### config.mk
export PLATFORM = sky130hd
export DESIGN_NAME = m3_commutation_sequencer
export DESIGN_NICKNAME = d
export VERILOG_FILES = /design/src/rtl/m3_commutation_sequencer.sv
export SDC_FILE = /design/constraint.sdc
export NUM_CORES = 1
export LEC_CHECK = 0
export CORE_MARGIN = 5
export CORE_UTILIZATION = 45
export DETAILED_ROUTE_END_ITERATION = 7
export SKIP_CTS_REPAIR_TIMING = 1
export SLEW_MARGIN = 20
export SYNTH_ARGS = -nofsm -noshare
export SYNTH_HDL_FRONTEND = slang
export SYNTH_SLANG_ARGS = --single-unit
### constraint.sdc
create_clock -name clkI -period 8.3 [get_ports clkI]
set_clock_uncertainty 0.2 [all_clocks]
set_input_delay 2.075 -clock clkI [delete_from_list [all_inputs] [get_ports clkI]]
set_output_delay 2.075 -clock clkI [all_outputs]
set_load 0.02 [all_outputs]
### src/rtl/m3_commutation_sequencer.sv
// Six-step BLDC commutation sequencer: IDLE/ALIGN/RUN/BRAKE control with PWM on the high side.
// Optional dead-time gap at each pattern change is enabled by defining M3_DEADTIME_EN.
module m3_commutation_sequencer #(
  parameter int ALIGN_CYCLES = 50000,
  parameter int BRAKE_CYCLES = 100000,
  parameter int DEAD_CYCLES  = 4
) (
  input  logic        clkI,
  input  logic        rstI,
  input  logic        startI,
  input  logic        forceStopI,
  input  logic        invRotateI,
  input  logic [15:0] stepPeriodI,
  input  logic [7:0]  dutyI,
  output logic [1:0]  aPhaseO,
  output logic [1:0]  bPhaseO,
  output logic [1:0]  cPhaseO,
  output logic [2:0]  stepIdxO,
  output logic        stepPulseO,
  output logic        runningO
);

  typedef enum logic [1:0] {IDLE, ALIGN, RUN, BRAKE} state_t;

  localparam logic [31:0] ALIGN_LAST = 32'(ALIGN_CYCLES - 1);
  localparam logic [31:0] BRAKE_LAST = 32'(BRAKE_CYCLES - 1);
  localparam logic [15:0] MIN_PERIOD = 16'd16;

  state_t      state, state_n;
  logic [31:0] cnt, cnt_n;
  logic [15:0] step_cnt, step_cnt_n;
  logic [15:0] period, period_n;
  logic [7:0]  pwm;
  logic [2:0]  step_n;
  logic        pulse_n;
  logic        running_n;
  logic [5:0]  phases_n;
  logic [1:0]  hi;
`ifdef M3_DEADTIME_EN
  logic [15:0] gap, gap_n;
`endif

  // Packed {A,B,C} drive codes; hi is the high-side code (2 on, 0 off).
  function automatic logic [5:0] step_pattern(input logic [2:0] s, input logic [1:0] h);
    case (s)
      3'd0:    step_pattern = {h, 2'd1, 2'd0};
      3'd1:    step_pattern = {h, 2'd0, 2'd1};
      3'd2:    step_pattern = {2'd0, h, 2'd1};
      3'd3:    step_pattern = {2'd1, h, 2'd0};
      3'd4:    step_pattern = {2'd1, 2'd0, h};
      3'd5:    step_pattern = {2'd0, 2'd1, h};
      default: step_pattern = 6'd0;
    endcase
  endfunction

  function automatic logic [2:0] next_step(input logic [2:0] s, input logic rev);
    if (rev) next_step = (s == 3'd0) ? 3'd5 : 3'(s - 3'd1);
    else     next_step = (s == 3'd5) ? 3'd0 : 3'(s + 3'd1);
  endfunction

  function automatic logic [15:0] clamp_period(input logic [15:0] p);
    clamp_period = (p < MIN_PERIOD) ? MIN_PERIOD : p;
  endfunction

  always_comb begin
    state_n    = state;
    cnt_n      = cnt;
    step_cnt_n = step_cnt;
    period_n   = period;
    step_n     = stepIdxO;
    pulse_n    = 1'b0;
    hi         = (pwm < dutyI) ? 2'd2 : 2'd0;
`ifdef M3_DEADTIME_EN
    gap_n      = (gap != 16'd0) ? 16'(gap - 16'd1) : 16'd0;
`endif
    unique case (state)
      IDLE: begin
        cnt_n = 32'd0;
        if (forceStopI) state_n = BRAKE;
        else if (startI) state_n = ALIGN;
      end
      ALIGN: begin
        if (forceStopI) begin
          state_n = BRAKE;
          cnt_n   = 32'd0;
        end else if (!startI) begin
          state_n = IDLE;
        end else if (cnt == ALIGN_LAST) begin
          state_n    = RUN;
          step_cnt_n = 16'd0;
          period_n   = clamp_period(stepPeriodI);
`ifdef M3_DEADTIME_EN
          gap_n      = 16'(DEAD_CYCLES);
`endif
        end else begin
          cnt_n = cnt + 32'd1;
        end
      end
      RUN: begin
        if (forceStopI) begin
          state_n = BRAKE;
          cnt_n   = 32'd0;
        end else if (!startI) begin
          state_n = IDLE;
        end else if (step_cnt == 16'(period - 16'd1)) begin
          step_n     = next_step(stepIdxO, invRotateI);
          pulse_n    = 1'b1;
          step_cnt_n = 16'd0;
          period_n   = clamp_period(stepPeriodI);
`ifdef M3_DEADTIME_EN
          gap_n      = 16'(DEAD_CYCLES);
`endif
        end else begin
          step_cnt_n = step_cnt + 16'd1;
        end
      end
      BRAKE: begin
        // Counter saturates so a held brake releases on the first clock it is dropped.
        if (cnt == BRAKE_LAST) begin
          if (!forceStopI) state_n = IDLE;
        end else begin
          cnt_n = cnt + 32'd1;
        end
      end
    endcase

    running_n = (state_n == ALIGN) || (state_n == RUN);
    if (state_n != RUN) step_n = 3'd0;
    unique case (state_n)
      IDLE:  phases_n = 6'd0;
      ALIGN: phases_n = step_pattern(3'd0, 2'd2);
      RUN:   phases_n = step_pattern(step_n, hi);
      BRAKE: phases_n = {2'd1, 2'd1, 2'd1};
    endcase
`ifdef M3_DEADTIME_EN
    if (state_n == RUN && gap_n != 16'd0) phases_n = 6'd0;
`endif
  end

  always_ff @(posedge clkI) begin
    if (rstI) begin
      state      <= IDLE;
      cnt        <= 32'd0;
      step_cnt   <= 16'd0;
      period     <= MIN_PERIOD;
      pwm        <= 8'd0;
      aPhaseO    <= 2'd0;
      bPhaseO    <= 2'd0;
      cPhaseO    <= 2'd0;
      stepIdxO   <= 3'd0;
      stepPulseO <= 1'b0;
      runningO   <= 1'b0;
`ifdef M3_DEADTIME_EN
      gap        <= 16'd0;
`endif
    end else begin
      state      <= state_n;
      cnt        <= cnt_n;
      step_cnt   <= step_cnt_n;
      period     <= period_n;
      pwm        <= pwm + 8'd1;
      {aPhaseO, bPhaseO, cPhaseO} <= phases_n;
      stepIdxO   <= step_n;
      stepPulseO <= pulse_n;
      runningO   <= running_n;
`ifdef M3_DEADTIME_EN
      gap        <= gap_n;
`endif
    end
  end

endmodule

Yosys cells after proc, flatten, opt, wreduce, memory -nomap -nowiden
Cells that the tools add are included.

storage, ports and cells
  bits in registers = 85
  input port bits = 29
  output and inout port bits = 11
  logic and storage cells = 100

operators by class
  add/sub/neg operators = 6
  magnitude comparators = 2
  eq/ne operators = 26
  muxes and demuxes = 43
  bitwise gates (word level) = 2
  reduce and logical (&&, ||, !) cells = 10

operators by type and width
  cell                                                                      number
  16-bit 2-to-1 mux                                                         13
  32-bit 2-to-1 mux                                                         5
  32-bit case mux with 4 select lines                                       1
  16-bit case mux with 2 select lines                                       2
  6-bit case mux with 6 select lines                                        1
  32-bit by 1-bit adder with 32-bit output (second input constant)          1
  32-bit by 16-bit equality test with 1-bit output (second input constant)  1
  32-bit by 17-bit equality test with 1-bit output (second input constant)  1
  3-bit 2-to-1 mux                                                          8
  6-bit case mux with 4 select lines                                        1
  2-bit 2-to-1 mux                                                          10
  2-bit != test (second input constant)                                     9
  16-bit by 1-bit adder with 16-bit output (second input constant)          1
  16-bit equality test                                                      1
  16-bit by 5-bit < comparator with 1-bit output (second input constant)    1
  16-bit by 1-bit subtractor with 16-bit output (second input constant)     1
  3-bit equality test (second input constant)                               3
  8-bit by 1-bit adder with 8-bit output (second input constant)            1
  2-bit equality test (second input constant)                               4
  8-bit < comparator                                                        1
  2-bit case mux with 4 select lines                                        1
  7-bit AND reduction                                                       1
  3-bit by 2-bit equality test with 1-bit output (second input constant)    2
  3-bit logical NOT                                                         2
  other kinds (13)                                                          17

Logic depth before layout (Yosys ltp)
  depth in word-level cells = 11
  gate-level depth with buffers = 12
  gate-level depth less buffers = 11

Least setup slack after synthesis
Ideal clock, no wire load.

  kind = input -> register
  start = in forceStopI
  end = reg aPhaseO[0]
  setup time = 0.069 ns
  arrival time = 3.879 ns
  required time = 8.031 ns
  slack = 4.153 ns
  stages = 7
  path through = nor4b_1 a21boi_0 o2111ai_2 or4_1 nand3_2 mux2_2 o21ai_1

between the ends
  word-level cells in the longest chain between the ends = 8
  elaborated cells between the ends (all ways) = 22

RTL lines
  element                                      line  text
  start, declared                              11    input logic forceStopI,
  2-bit 2-to-1 mux                             120   if (!forceStopI) state_n = IDLE;
  2-bit 2-to-1 mux                             119   if (cnt == BRAKE_LAST) begin
  2-bit case mux with 4 select lines           76    unique case (state)
  2-bit != test                                128   if (state_n != RUN) step_n = 3'd0;
  3-bit 2-to-1 mux                             128
  3-bit equality test (tied with other cells)  45    case (s)
  6-bit case mux with 6 select lines           45
  6-bit case mux with 4 select lines *         129   unique case (state_n)
  end signal, assigned                         162   {aPhaseO, bPhaseO, cPhaseO} <= phases_n;
  end, declared                                15    output logic [1:0] aPhaseO,

Mark *: on every way between the ends. The rest lies on a longest branch, timed or not.
A chain may end at the register's enable or synchronous reset.

Final worst setup path
  start = in startI
  end = reg aPhaseO[0]

between the ends
  word-level cells in the longest chain between the ends = 8
  elaborated cells between the ends (all ways) = 24

RTL lines
  element                                      line         text
  start, declared                              10           input logic startI,
  2-bit 2-to-1 mux, on equally long branches   103, 80, 86
  2-bit 2-to-1 mux, on equally long branches   100, 79, 83
  2-bit case mux with 4 select lines           76
  2-bit != test                                128
  3-bit 2-to-1 mux                             128
  3-bit equality test (tied with other cells)  45
  6-bit case mux with 6 select lines           45
  6-bit case mux with 4 select lines *         129

Marks and branches as above.

==> metrics.csv <==
stage;metric;value;unit
grt;antenna violations before repair;0;
cells_and_area;fill count;977;
cts;clk_lat worst skew;0.36;ns
synth;predominant post-synthesis flop cell;dfxtp_1;
cells_and_area;Multi-input gate area;0.00271;mm2
cells_and_area;Seq. cell area;0.00170;mm2
sta;Tmin final;4.59;ns
detailed_routing;DRT iter0 DRCs;108;
detailed_routing;Post-DRT Antenna Nets;0;
sta;RSZ-0062 raised after global routing;false;
detailed_routing;via count;3655;
cts;TritonCTS clock tree;done;
floorplanning;Starting Density;46.5;%
setup_path;CP Capture Type;register;
floorplanning;std cell rows;36;
detailed_routing;vias per std cell;5.24;
run_status;status;finished clean;
setup_path;worst path arrival time;4.69;ns
cells_and_area;diode count;0;
synth;Syn Std Cell Area;0.00456;mm2
grt;first-pass GRT wire length;16400;um
synth;Mapped Nets;574;
placement;routability cong.;0.778;
synth;Synth Instances;530;
grt;met2 GRT Util;27.1;%
setup_path;FF-to-FF End;bPhaseO[0];
sta;Period Utilization, post-route;55.4;%
synth;Seq/Total Area, Yosys;37.3;%
grt;GR peak layer;met2;
floorplanning;die area;0.0123;mm2
cts;Sink Count;85;
min_path;Hold Path End;pwm[0];
setup_path;R2R depth;11;
sta;final hold vios;0;
detailed_routing;drt drc;0;
setup_path;Worst EP required;8.39;ns
synth;Yosys warning total;0;
floorplanning;Die Wd;111;um
cts;clock buffer depth;2;
min_path;type of the most critical hold path;register to register;
placement;post-DP HPWL;6960;um
setup_path;critical path class;input port to register;
setup_path;R2R Path Start;cnt[0];
synth;fraction of registers with async set/reset;0;%
synth;post-synth top area share;37.3;%
cells_and_area;layout net count;604;
setup_path;worst reg2reg setup slack;4.51;ns
grt;grt ovf;0;
setup_path;CP Launch Type;input port;
grt;largest net degree at the start of global routing;38;
synth;Synth area leader;dfxtp_1;
floorplanning;die height;111;um
detailed_routing;wire length per cell;13.4;um
floorplanning;core area;0.00982;mm2
sta;max-slew violation count;0;
cts;H-Tree Depth;3;
min_path;HP Start;pwm[0];
grt;GRT Total Usage;15.7;%
sta;Setup violations, final;0;
power_and_ir_drop;VDD IR max;72.5;uV
min_path;hold depth;1;
cts;Num CTS Buffers;9;
cts;CTS clk-pin slew, worst paths;0.08;ns
setup_path;peak fanout along the critical path;5;
grt;vias in the first global route;3560;
grt;routing usage on met1;18.9;%
synth;Synth cell types;62;
sta;Worst-Margin Slew;0.931;ns
cells_and_area;share of layout cells above drive strength 1;6.37;%
synth;post-synthesis register bit count;85;
floorplanning;I/O pin count;40;
cells_and_area;Area Overhead vs Synth;15.6;%
power_and_ir_drop;Power Density;150;mW/mm2
run;max cap viols;0;
detailed_routing;drt pass-1 iters;4;
synth;Syn Area/Cell;8.61;um2
cells_and_area;Post-Route Utilization;53.7;%
sta;Slew HR;37.9;%
detailed_routing;final WL;9350;um
power_and_ir_drop;Pleak;0.00196;uW
cts;root buf cell;clkbuf_8;
sta;Setup TNS Final;0;ns
placement;I/O Buffers;39;
synth;main area contributors after synthesis;dfxtp_1 37%, xor2_1 10%, nor2_1 7.3%;
synth;Post-synth EDFFs;0;
grt;M3 GR Usage;4.09;%
setup_path;CP Launch Point;startI;
sta;Peak Freq;218;MHz
-- worst max path at each step --
stage	end	slack, ns	depth (start not counted)
6_report	aPhaseO[0]	3.71	9
5_1_grt	aPhaseO[0]	3.49	9
4_1_cts	aPhaseO[0]	3.68	9
3_5_place_dp	aPhaseO[0]	3.32	9
3_3_place_gp	aPhaseO[0]	3.36	9
2_1_floorplan	aPhaseO[0]	4.15	7
-- layout by cell type (no fill, tap or decap), drive strengths merged, types with 5 or more instances in the layout --
| cell type | instances |
|---|---|
| a21o | 6 |
| o21ai | 8 |
| and4 | 8 |
| nor4b | 5 |
| xnor2 | 21 |
| a21oi | 9 |
| nor3 | 9 |
| nor4 | 12 |
| clkbuf | 10 |
| or2 | 6 |
| nor3b | 6 |
| nand4 | 21 |
| nor2b | 7 |
| clkdlybuf4s50 | 39 |
| nand3 | 23 |
| and3 | 10 |
| ha | 15 |
| or3 | 5 |
| inv | 18 |
| xor2 | 52 |
| dfxtp | 85 |
| mux2i | 14 |
| nor2 | 89 |
| nand2 | 32 |
| nand2b | 7 |
-- registers in the layout (all words and copies together), names as in the netlist --
signal / flops
state: 2
bPhaseO: 2
period: 16
pwm: 8
stepIdxO: 3
aPhaseO: 2
step_cnt: 16
stepPulseO: 1
cnt: 32
runningO: 1
cPhaseO: 2
-- final cells by class --
class	count	area share [%]
well taps	133	3.15
clock buffers	10	2.61
clock inverters	6	1.64
repair buffers	41	7.69
flip-flops and latches	85	32.3
inverters	18	1.28
multi-input cells	405	51.4
-- critical path, cell delays in order --
cell and delay (ns):
clkdlybuf4s50_1 0.56, inv_1 0.08, nor4b_1 0.40, a21boi_0 0.26
o2111ai_2 0.19, or4_1 0.53, nand3_2 0.13, mux2_2 0.34
o21ai_1 0.10
-- Yosys cell counts (all sizes together), types with 7 or more instances --
master  number
nand2       32
a21oi        9
nor4        12
nand3       23
nor3         9
and4         8
dfxtp       85
buf          7
nand4       21
nor2b        7
mux2i       14
nand2b       7
inv         18
xor2        52
nor2        89
ha          15
clkbuf      15
xnor2       21
o21ai        8
and3        10
-- kinds of logic (layout without fill, tap and decap cells) --
family / count (synthesis) / in the layout / share of synthesized area [%]
xor+xnor: 73 / 73 / 14.0
compound gates: 50 / 50 / 8.23
flops: 85 / 85 / 37.3
fa+ha+maj: 16 / 16 / 4.33
buf+inv: 40 / 75 / 3.45
simple gates: 251 / 251 / 29.4
mux: 15 / 15 / 3.32
-- report_power, final --
part	internal (uW)	switching, uW
Combinational	27.2	25.8
Clock	177	143
Sequential	412	4.13
-- per-layer routing --
layer	up-vias	wire length [um]
met4	0	151
met2	42	4480
met3	13	328
met1	1696	4390
met5	-	0
li1	1904	-
-- stage by stage --
stage                     power (uW)  hold WS, ns  setup WS [ns]  area [um2]  std cells
after detailed placement         479        0.240           3.32        5050        682
after CTS                        801        0.260           3.68        5270        698
final                            790        0.258           3.71        5280        698
after global routing             834        0.288           3.49        5280        698
after floorplan                  454        0.221           4.15        4560        530
after global placement           478        0.236           3.36        5050        682
No activity file was read; power rests on OpenSTA's default activity.
